File: config.mk
export PLATFORM = sky130hd
export DESIGN_NAME = instr_fetch_unit_flat
export DESIGN_NICKNAME = d
export VERILOG_FILES = /design/src/rtl/cpu_pkg.sv /design/src/rtl/instr_fetch_unit_if.sv /design/src/rtl/ifu_perf_counter.sv /design/src/rtl/instr_fetch_unit.sv /design/src/flat_wrapper.sv
export SDC_FILE = /design/constraint.sdc
export NUM_CORES = 1
export LEC_CHECK = 0
export CAP_MARGIN = 30
export CORE_MARGIN = 4
export CORE_UTILIZATION = 47
export CTS_BUF_LIST = sky130_fd_sc_hd__clkbuf_16
export CTS_CLUSTER_DIAMETER = 60
export DETAILED_ROUTE_END_ITERATION = 12
export PLACE_DENSITY = 0.84
export SLEW_MARGIN = 40
export SYNTH_ARGS = -nofsm -noshare
export SYNTH_HDL_FRONTEND = slang
export SYNTH_SLANG_ARGS = --single-unit
File: constraint.sdc
create_clock -name clk -period 4.43 [get_ports clk]
set_input_delay 0.886 -clock clk [delete_from_list [all_inputs] [get_ports clk]]
set_output_delay 0.886 -clock clk [all_outputs]
set_load 0.02 [all_outputs]
File: src/rtl/cpu_pkg.sv
// cpu_pkg: shared fetch/decode types, default widths and opcode constants.
package cpu_pkg;
   typedef enum logic [1:0] {IDLE, FETCH, HOLD, HALTED} fetch_state_e;
   localparam int INSTR_W_DEF = 19;
   localparam int PC_W_DEF = 12;
   localparam int OPC_W = 6;
   localparam logic [OPC_W-1:0] HALT_OPC = 6'b111111;
   localparam logic [OPC_W-1:0] OPC_ALU = 6'b000000;
   localparam logic [OPC_W-1:0] OPC_LOAD = 6'b010000;
   localparam logic [OPC_W-1:0] OPC_STORE = 6'b010001;
   localparam logic [OPC_W-1:0] OPC_BRANCH = 6'b100000;
   localparam logic [OPC_W-1:0] OPC_JUMP = 6'b100001;
endpackage

File: src/rtl/instr_fetch_unit_if.sv
// instr_fetch_unit_if: instruction-memory, decode and redirect signals of the fetch unit.
interface instr_fetch_unit_if import cpu_pkg::*; #(
   parameter int INSTR_W = INSTR_W_DEF,
   parameter int PC_W = PC_W_DEF
);
   logic imem_req;
   logic [PC_W-1:0] imem_addr;
   logic imem_ack;
   logic [INSTR_W-1:0] imem_rdata;
   logic [INSTR_W-1:0] instr;
   logic [PC_W-1:0] instr_pc;
   logic instr_valid;
   logic instr_ready;
   logic redirect_valid;
   logic [PC_W-1:0] redirect_pc;
   logic halted;
   modport master (
      output imem_req, imem_addr, instr, instr_pc, instr_valid, halted,
      input imem_ack, imem_rdata, instr_ready, redirect_valid, redirect_pc
   );
   modport slave (
      input imem_req, imem_addr, instr, instr_pc, instr_valid, halted,
      output imem_ack, imem_rdata, instr_ready, redirect_valid, redirect_pc
   );
endinterface

File: src/rtl/ifu_perf_counter.sv
// ifu_perf_counter: saturating event counter of width W.
module ifu_perf_counter #(
   parameter int W = 16
) (
   input  logic clk,
   input  logic rst,
   input  logic inc,
   output logic [W-1:0] count
);
   always_ff @(posedge clk or posedge rst)
      if (rst) count <= '0;
      else if (inc && !(&count)) count <= count + 1'b1;
endmodule

File: src/rtl/instr_fetch_unit.sv
// instr_fetch_unit: PC, imem req/ack fetch, valid/ready issue to decode, redirect and HALT.
// Optional IFU_PERF_COUNTERS_EN adds fetch_count/squash_count outputs.
module instr_fetch_unit import cpu_pkg::*; #(
   parameter int INSTR_W = INSTR_W_DEF,
   parameter int PC_W = PC_W_DEF,
   parameter logic [PC_W-1:0] RESET_PC = '0,
   parameter logic [OPC_W-1:0] HALT_OPCODE = HALT_OPC
) (
   input  logic clk,
   input  logic rst,
   instr_fetch_unit_if.master bus
`ifdef IFU_PERF_COUNTERS_EN
   ,
   output logic [31:0] fetch_count,
   output logic [15:0] squash_count
`endif
);
   fetch_state_e state, state_n;
   logic [PC_W-1:0] pc, pc_n, instr_pc, instr_pc_n;
   logic [INSTR_W-1:0] instr, instr_n;
   logic imem_req, instr_valid, halted, redir;

   assign redir = bus.redirect_valid && state != HALTED;

   // Redirect outranks ack and ready, so a squashed word is never captured or issued.
   always_comb begin
      state_n = state;
      pc_n = pc;
      instr_n = instr;
      instr_pc_n = instr_pc;
      if (redir) begin
         pc_n = bus.redirect_pc;
         state_n = FETCH;
      end else if (state == IDLE) begin
         state_n = FETCH;
      end else if (state == FETCH && bus.imem_ack) begin
         instr_n = bus.imem_rdata;
         instr_pc_n = pc;
         pc_n = pc + 1'b1;
         state_n = HOLD;
      end else if (state == HOLD && bus.instr_ready) begin
         state_n = (instr[INSTR_W-1 -: OPC_W] == HALT_OPCODE) ? HALTED : FETCH;
      end
   end

   always_ff @(posedge clk or posedge rst)
      if (rst) begin
         state <= IDLE;
         pc <= RESET_PC;
         instr <= '0;
         instr_pc <= '0;
         imem_req <= 1'b0;
         instr_valid <= 1'b0;
         halted <= 1'b0;
      end else begin
         state <= state_n;
         pc <= pc_n;
         instr <= instr_n;
         instr_pc <= instr_pc_n;
         imem_req <= state_n == FETCH;
         instr_valid <= state_n == HOLD;
         halted <= state_n == HALTED;
      end

   assign bus.imem_req = imem_req;
   assign bus.imem_addr = pc;
   assign bus.instr = instr;
   assign bus.instr_pc = instr_pc;
   assign bus.instr_valid = instr_valid;
   assign bus.halted = halted;

`ifdef IFU_PERF_COUNTERS_EN
   ifu_perf_counter #(.W(32)) u_fetch_cnt (
      .clk(clk),
      .rst(rst),
      .inc(instr_valid && bus.instr_ready && !redir),
      .count(fetch_count)
   );
   ifu_perf_counter #(.W(16)) u_squash_cnt (
      .clk(clk),
      .rst(rst),
      .inc(redir && (instr_valid || imem_req)),
      .count(squash_count)
   );
`endif
endmodule

File: src/flat_wrapper.sv
// flat-port wrapper written by rule: the top's interface ports become plain ports
module instr_fetch_unit_flat import cpu_pkg::*;
#(
   parameter int INSTR_W = INSTR_W_DEF,
   parameter int PC_W = PC_W_DEF,
   parameter logic [PC_W-1:0] RESET_PC = '0,
   parameter logic [OPC_W-1:0] HALT_OPCODE = HALT_OPC
)
  (clk, rst, bus_imem_req, bus_imem_addr, bus_instr, bus_instr_pc, bus_instr_valid, bus_halted, bus_imem_ack, bus_imem_rdata, bus_instr_ready, bus_redirect_valid, bus_redirect_pc);
  instr_fetch_unit_if #(.INSTR_W(INSTR_W), .PC_W(PC_W)) bus_i ();
  input  logic clk;
  input  logic rst;
  output wire logic [$bits(bus_i.imem_req)-1:0] bus_imem_req;
  output wire logic [$bits(bus_i.imem_addr)-1:0] bus_imem_addr;
  output wire logic [$bits(bus_i.instr)-1:0] bus_instr;
  output wire logic [$bits(bus_i.instr_pc)-1:0] bus_instr_pc;
  output wire logic [$bits(bus_i.instr_valid)-1:0] bus_instr_valid;
  output wire logic [$bits(bus_i.halted)-1:0] bus_halted;
  input wire logic [$bits(bus_i.imem_ack)-1:0] bus_imem_ack;
  input wire logic [$bits(bus_i.imem_rdata)-1:0] bus_imem_rdata;
  input wire logic [$bits(bus_i.instr_ready)-1:0] bus_instr_ready;
  input wire logic [$bits(bus_i.redirect_valid)-1:0] bus_redirect_valid;
  input wire logic [$bits(bus_i.redirect_pc)-1:0] bus_redirect_pc;
  assign bus_imem_req = bus_i.imem_req;
  assign bus_imem_addr = bus_i.imem_addr;
  assign bus_instr = bus_i.instr;
  assign bus_instr_pc = bus_i.instr_pc;
  assign bus_instr_valid = bus_i.instr_valid;
  assign bus_halted = bus_i.halted;
  assign bus_i.imem_ack = bus_imem_ack;
  assign bus_i.imem_rdata = bus_imem_rdata;
  assign bus_i.instr_ready = bus_instr_ready;
  assign bus_i.redirect_valid = bus_redirect_valid;
  assign bus_i.redirect_pc = bus_redirect_pc;
  instr_fetch_unit #(.INSTR_W(INSTR_W), .PC_W(PC_W), .RESET_PC(RESET_PC), .HALT_OPCODE(HALT_OPCODE)) u_core (.clk(clk), .rst(rst), .bus(bus_i));
endmodule
==> impl_metrics.env <==
export IMPL_routedWlPerCell_um=14.51
export IMPL_fmax_mhz=396.7
export IMPL_r2r_end="u_core.bus.imem_addr[3]$_DFFE_PP0P_"
export IMPL_ys_warn_count=0
export IMPL_placed_area_mm2=0.003013
export IMPL_setup_violations_final=0
export IMPL_tritoncts="built"
export IMPL_worstPathArrival_ns=2.68
export IMPL_die_y_um=76.28
export IMPL_cts_resized=0
export IMPL_end_kind="flip-flop"
export IMPL_r2r_slack_ns=2.58
export IMPL_synthArstFlopShare=1.000
export IMPL_drv_slew=0
export IMPL_endpoint="u_core.bus.imem_addr[0]$_DFFE_PP0P_"
export IMPL_area_growth_pct=43.58
export IMPL_rsz0062_at_grt="no"
export IMPL_ys_flop_type="dfrtp_1"
export IMPL_dr_pass1_iters=4
export IMPL_netlist_area_leader_share=0.5483
export IMPL_grt_pass1_wl_um=8901
export IMPL_reg2reg_from="u_core.state[0]$_DFF_PP0_"
export IMPL_clockBufferDepth=2
export IMPL_wl_met1_um=2382
export IMPL_ir_worst_vdd_mv=0.3935
export IMPL_io_pins=82
export IMPL_post_cts_buffers=0
export IMPL_synth_simple_area_share=0.2650
export IMPL_h_tree_depth=2
export IMPL_synth_top_area_cell="dfrtp_1"
export IMPL_antenna_found_initial=0
export IMPL_maxCapViolations=0
export IMPL_synth_adder_area_share=0.005711
export IMPL_crit_path_start="bus_redirect_valid"
export IMPL_dp_hpwl_um=3849
export IMPL_grt_overflow_total=0
export IMPL_required_ns=4.59
export IMPL_post_route_min_period_ns=2.521
export IMPL_drc=0
export IMPL_final_hold_viol_count=0
export IMPL_maxUsedRoutingLayer="met4"
export IMPL_die_w_um=76.28
export IMPL_wl_met3_um=418
export IMPL_ctsRootBufferMaster="clkbuf_16"
export IMPL_avgSynthCellArea_um2=9.016
export IMPL_syn_area_mm2=0.002191
export IMPL_ys_top_cells_by_count="nand2_1 (104), dfrtp_1 (48), a21oi_1 (9)"
export IMPL_cts_hold_buf=0
export IMPL_yosysSeqAreaShare=0.5483
export IMPL_worst_clock_skew_ns=0.002936
export IMPL_drive_gt1_frac=0.04075
export IMPL_startpoint_type="input port"
export IMPL_fin_nets=356
export IMPL_min_period_over_period=0.5690
export IMPL_muxShareOfSynthArea=0.004569
export IMPL_finalSetupTns_ns=0
export IMPL_portBuffers=81
export IMPL_synth_edf_count=0
export IMPL_outcome="completed"
export IMPL_dr_wl_met2_um=2525
export IMPL_grt_max_degree=49
export IMPL_cp_max_fo=31
export IMPL_initial_core_util=0.4930
export IMPL_clock_sinks=48
export IMPL_ys_ff_latch=48
export IMPL_antenna_left=0
export IMPL_synth_compound_area_frac=0.1136
export IMPL_p_leak_nw=1.431
export IMPL_synth_xor_area_frac=0.01599
export IMPL_ys_types=35
export IMPL_drt_total_wl_um=5383
export IMPL_num_rows=24
export IMPL_cts_clk_slew_worst_paths_ns=0.06
export IMPL_numCtsBuffers=5
export IMPL_fin_util=0.7078
export IMPL_dieArea_mm2=0.005818
export IMPL_grt_pass1_vias=1826
export IMPL_syn_num_nets=280
export IMPL_yosysMostFrequentCell="nand2_1"
export IMPL_synth_area_top_cells="dfrtp_1 (55%), nand2_1 (18%), o22ai_1 (2.3%)"
export IMPL_power_density_mw_per_mm2=693.3
export IMPL_diodes=0
export IMPL_worstSetupPathType="input port to flip-flop"
export IMPL_min_delay_path_class="flip-flop to flip-flop"
export IMPL_slew_headroom=0.6139
export IMPL_ff2ff_path_depth=5
export IMPL_syn_inst=243
export IMPL_core_area_mm2=0.004444
export IMPL_routed_via_density=5.232
export IMPL_synth_top_family_by_area="simple AND/OR/NAND/NOR gates"
export IMPL_clk_latency_ns=0.28
export IMPL_gp_congestion=0.8255
export IMPL_stdcell_area_mm2=0.003146
export IMPL_min_from="u_core.bus.instr_pc[8]$_DFFE_PP0P_"
export IMPL_num_vias=1941
export IMPL_track_usage=0.1867
export IMPL_dr_first_iter_drc_count=137
export IMPL_worstMarginPinSlew_ns=0.5792
kinds of logic (layout without fill, tap and decap cells):
family,count (synthesis),after routing
AND/OR/NAND/NOR,134,134
multiplexers,1,1
AO/OA/AOI/OAI,38,38
adder cells (fa/ha/maj),1,1
buffers and inverters,17,93
flip-flops,48,48
XOR/XNOR,4,4
layout make-up:
type	count	area [um^2]
fill	351	1299
sequential	48	1201
multi-input combinational	178	907.1
timing repair buffer	83	825.8
clock buffer	5	125.1
tap	52	65.06
inverter	3	13.76
clock inverter	2	7.507
worst min-delay path by stage:
| stage | cells after the start | endpoint |
|---|---|---|
| after floorplan | 2 | u_core.bus.instr[0]$_DFFE_PP0P_ |
| after global placement | 2 | u_core.bus.instr[8]$_DFFE_PP0P_ |
| after detailed placement | 2 | u_core.bus.instr_pc[8]$_DFFE_PP0P_ |
| after CTS | 2 | u_core.bus.instr_pc[8]$_DFFE_PP0P_ |
| after global routing | 2 | u_core.bus.instr[2]$_DFFE_PP0P_ |
| final | 2 | u_core.bus.instr_pc[8]$_DFFE_PP0P_ |
worst max-delay path, cell delays in order:
cell	delay, ns
clkdlybuf4s50_1	0.70
nand4bb_2	0.38
buf_4	0.36
nor2_1	0.07
a221o_1	0.26
where the power goes:
part	internal (mW)	switching [mW]	leakage [nW]
registers	0.634	0.197	0.593
clock network	0.202	0.145	0.0648
logic	0.491	0.512	0.774
total	1.33	0.854	1.43
sequential cells by signal, summed over array words and instances (netlist names):
name                    flops
u_core.bus.instr           19
u_core.bus.imem_addr       12
u_core.bus.instr_pc        12
u_core.state                2
u_core.bus.halted           1
u_core.bus.imem_req         1
u_core.bus.instr_valid      1
routing by layer:
metal / track usage / up-vias
met2: 0.2961 / 77
met4: 0.04167 / 0
met1: 0.2475 / 893
met5: 0 / -
li1: - / 964
met3: 0.06501 / 7
through the flow:
step | hold slack [ns] | setup slack, ns | instances | total power [mW]
floorplan | 0.5894 | 2.400 | 243 | 1.333
global placement | 0.4574 | 1.652 | 364 | 1.818
detailed placement | 0.4628 | 1.607 | 364 | 1.845
CTS | 0.4780 | 1.904 | 371 | 2.200
global route | 0.4943 | 1.777 | 371 | 2.320
finish | 0.4727 | 1.909 | 371 | 2.181
layout by cell type, fill, tap and decap left out, types with 2 or more instances in the layout:
cell             Yosys  layout
a21oi_1              9       9
nor3_1               2       2
and2_1               2       2
nand2b_1             4       4
clkbuf_16            0       5
o21a_1               2       2
o21ai_1              6       6
inv_1                3       2
clkdlybuf4s50_1      0      81
xnor2_1              2       2
o211ai_1             3       3
nor2_1               4       4
nand4_1              6       6
dfrtp_1             48      48
and3_1               3       3
nor4_1               2       2
nand2_1            104     104
a21o_1               2       2
buf_4                5       2
o22ai_1              8       8
xor2_1               2       2
clkinv_1             0       2
o21ai_0              3       3
nand3b_1             3       3
No activity file was read; power rests on OpenSTA's default activity.
